[config.mk]
export PLATFORM = sky130hd
export DESIGN_NAME = contador_mod16
export DESIGN_NICKNAME = d
export VERILOG_FILES = /design/src/rtl/contador_mod16.sv
export SDC_FILE = /design/constraint.sdc
export NUM_CORES = 1
export LEC_CHECK = 0
export CAP_MARGIN = 5
export CORE_AREA = 2 2 39 41
export DETAILED_ROUTE_END_ITERATION = 6
export DIE_AREA = 0 0 41 43
export GPL_TIMING_DRIVEN = 0
export PLACE_DENSITY_LB_ADDON = 0.3
export SLEW_MARGIN = 20
export SYNTH_ARGS = -nofsm -noshare
export SYNTH_HDL_FRONTEND = slang
export SYNTH_SLANG_ARGS = --single-unit
[constraint.sdc]
create_clock -name clock -period 1.4 [get_ports clock]
set_clock_uncertainty 0.1 [all_clocks]
set_input_delay 0.14 -clock clock [delete_from_list [all_inputs] [get_ports clock]]
set_output_delay 0.14 -clock clock [all_outputs]
set_load 0.1 [all_outputs]
[src/rtl/contador_mod16.sv]
// Modulo-2**WIDTH synchronous up-counter with asynchronous active-low clear
// and synchronous preset to PRESET_VALUE.
module contador_mod16 #(
    parameter int unsigned          WIDTH        = 4,
    parameter logic [WIDTH-1:0]     PRESET_VALUE = {WIDTH{1'b1}}
) (
    input  logic             clock,
    input  logic             reset,
    input  logic             preset,
    output logic [WIDTH-1:0] counter
);

    localparam int unsigned STEP = 1;

    logic [WIDTH-1:0] r_count;
    logic [WIDTH-1:0] w_count_nxt;

    // Preset outranks increment; the increment wraps naturally at 2**WIDTH.
    always_comb begin
        w_count_nxt = r_count + WIDTH'(STEP);
        if (preset) begin
            w_count_nxt = PRESET_VALUE;
        end
    end

    always_ff @(posedge clock or negedge reset) begin
        if (!reset) begin
            r_count <= '0;
        end else begin
            r_count <= w_count_nxt;
        end
    end

    assign counter = r_count;

endmodule

==> results <==
[cells in the final DEF, fill, tap and decap left out, drive strengths merged]
cell type	instances
a21o	1
a31o	1
buf	3
clkbuf	3
clkdlybuf4s18	1
clkdlybuf4s50	2
dfrtp	4
ha	1
nand2b	2
nand4	1
or2	1
xnor2	1
[cell type report]
cell class                 instances  area share [%]
timing repair buffer               6           17.31
tap                               16           7.692
multi-input combinational          8           24.04
clock buffer                       3           8.654
sequential                         4           42.31
[per-stage QoR]
stage / power (µW) / cell area [µm²] / hold WS, ns
final: 459.4 / 260.3 / 0.02098
after global routing: 492.0 / 260.3 / 0.01699
after CTS: 468.5 / 261.5 / 0.01608
after detailed placement: 338.9 / 252.7 / 0.2597
after global placement: 335.9 / 252.7 / 0.2533
after floorplan: 293.2 / 172.7 / -0.2556
[metal layers]
layer  wire length (µm)  GRT usage, %  vias to the layer above
met5                  0             0                        -
met4                  0         2.000                        0
met3                 56         7.853                        0
met2                104         4.688                       11
met1                147         7.166                       60
li1                   -             -                       62
[report_power, final]
group / internal (µW) / leakage (µW) / switching, µW / total (µW)
clock network: 95.3 / 0.0000138 / 39.4 / 135
registers: 137 / 0.0000392 / 16.1 / 153
logic: 38.1 / 0.0000478 / 133 / 171
total: 271 / 0.000101 / 189 / 459
[path summary, 6_finish.rpt]
check                      startpoint    endpoint  slack (ns)
max                        counter[3]  counter[3]        0.04
min                             reset  counter[3]        0.02
max reg2reg                counter[0]  counter[1]        0.11
min reg2reg                counter[0]  counter[0]        0.43
max in group asynchronous       reset  counter[1]        0.98
min in group clock         counter[0]  counter[0]        0.43
[cell families (layout without fill, tap and decap cells)]
logic type / count (synthesis) / count (layout)
DFF: 4 / 4
buffers and inverters: 0 / 9
AOI/OAI and AO/OA: 2 / 2
adders and majority gates: 1 / 1
and+or+nand+nor: 4 / 4
xor gates and xnor gates: 1 / 1
[what timing repair did]
item | CTS | global route
resized for setup | 18 | 1
hold endpoints to repair | 0 | 0
setup endpoints to repair | 4 | 1
==> results.json <==
{
  "status": "finished, final reports clean",
  "relSlewSlack_pct": 66.02,
  "nets": 27,
  "vias": 133,
  "final-setup-viol-count": 0,
  "critical-path-top-delay-family": "buffers and inverters",
  "placedCellCount": 34,
  "clockBufferDepth": 2,
  "post_cts_buffers": 0,
  "synthCells": 12,
  "multi_input_area_um2": 62.56,
  "postCtsHoldBufs": 0,
  "ios": 7,
  "synth_top_family_by_area": "simple AND/OR/NAND/NOR gates",
  "htree_num_levels": 1,
  "port_buffers": 6,
  "final_cells": 37,
  "rsz0062_at_grt": "false",
  "avgSynthCellArea_um2": 13.55,
  "path_class": "register to output pin",
  "clock_latency_ns": 0.22,
  "viasPerCell": 3.595,
  "cp_max_fo": 3,
  "synth_warnings": 0,
  "clk_pin_slew_worst_paths_ns": 0.04,
  "synth_top_cell_by_area": "dfrtp_1",
  "crit_path_end_kind": "output pin",
  "cts_buffers": 3,
  "reg2regPathDepth": 2,
  "synth_edf_count": 0,
  "syn-cell-area_um2": 162.7,
  "firstDrtPassIters": 4,
  "finalHoldViolations": 0,
  "crit_arrival_ns": 1.12,
  "crit_path_cell_trace": "clkdlybuf4s18_2",
  "grt_use_total_pct": 5.544,
  "worstPathRequired_ns": 1.16,
  "dieHeight_um": 43,
  "antenna_found_initial": 0,
  "synth_cell_type_count": 8,
  "timing.final.crit_share_pct": 97.25,
  "drt-total-wl_um": 309,
  "drv_slew": 0,
  "synth_ff_type": "dfrtp_1",
  "rows": 14,
  "worst_pin_slew_ns": 0.5148,
  "place.gp.congestion": 0.5590,
  "cp_slowest_cell": "clkdlybuf4s18_2",
  "synth_adder_area_share_pct": 7.692,
  "yosys-top-cells-area": "dfrtp_1, ha_1, nand2b_1",
  "drt-initial-drc-count": 8,
  "synth_commonest_cells": "dfrtp_1, nand2b_1",
  "antenna_left": 0,
  "synth_seq_cells": 4,
  "maxCapViolCount": 0,
  "synth-seq-area-share_pct": 61.54,
  "die_area_mm2": 0.001763,
  "setup_ws_ns": 0.03851,
  "synth_compound_gate_area_share_pct": 10.00,
  "largest_register_ffs": 4,
  "startpoint_type": "register",
  "syn_to_final_growth_pct": 60.00,
  "initial_core_util_pct": 11.75,
  "path_depth": 1,
  "post-place-ws_ns": -0.3923,
  "synthArstFlopShare_pct": 100.0,
  "synth_xor_area_share_pct": 5.385,
  "p_leak_uw": 0.0001008,
  "grt_max_degree": 6,
  "fillers": 149,
  "route.detailed.drc": 0,
  "syn-num-nets": 16,
  "cts-root-buf": "clkbuf_4",
  "post-route-util_pct": 18.81,
  "regArea_um2": 110.1,
  "overflow": 0,
  "wire_per_inst_um": 8.351,
  "peakVddDrop_v": 0.0005023,
  "cp_slowest_stage_delay_ns": 0.54,
  "cts.sinks": 4,
  "drive_above_1_share_pct": 57.14,
  "die_x_um": 41,
  "cts_tree": "built",
  "synth.most_common_cell": "dfrtp_1",
  "path_buf_inv": 1,
  "synth_top_area_share_pct": 61.54,
  "fmax_ghz": 0.7345,
  "muxShareOfSynthArea_pct": 0,
  "setup_tns_ns": 0,
  "yosys.area_share.simple_pct": 15.38,
  "hpwl_um": 243.4,
  "diodes": 0,
  "core_mm2": 0.001384,
  "finalCriticalPeriod_ns": 1.361,
  "p_per_area_mw_per_mm2": 1765,
  "grt_pass1_vias": 118,
  "grt_pass1_wl_um": 545,
  "hold_class": "input port to asynchronous set/reset pin"
}
(Power assumes the default switching activity.)
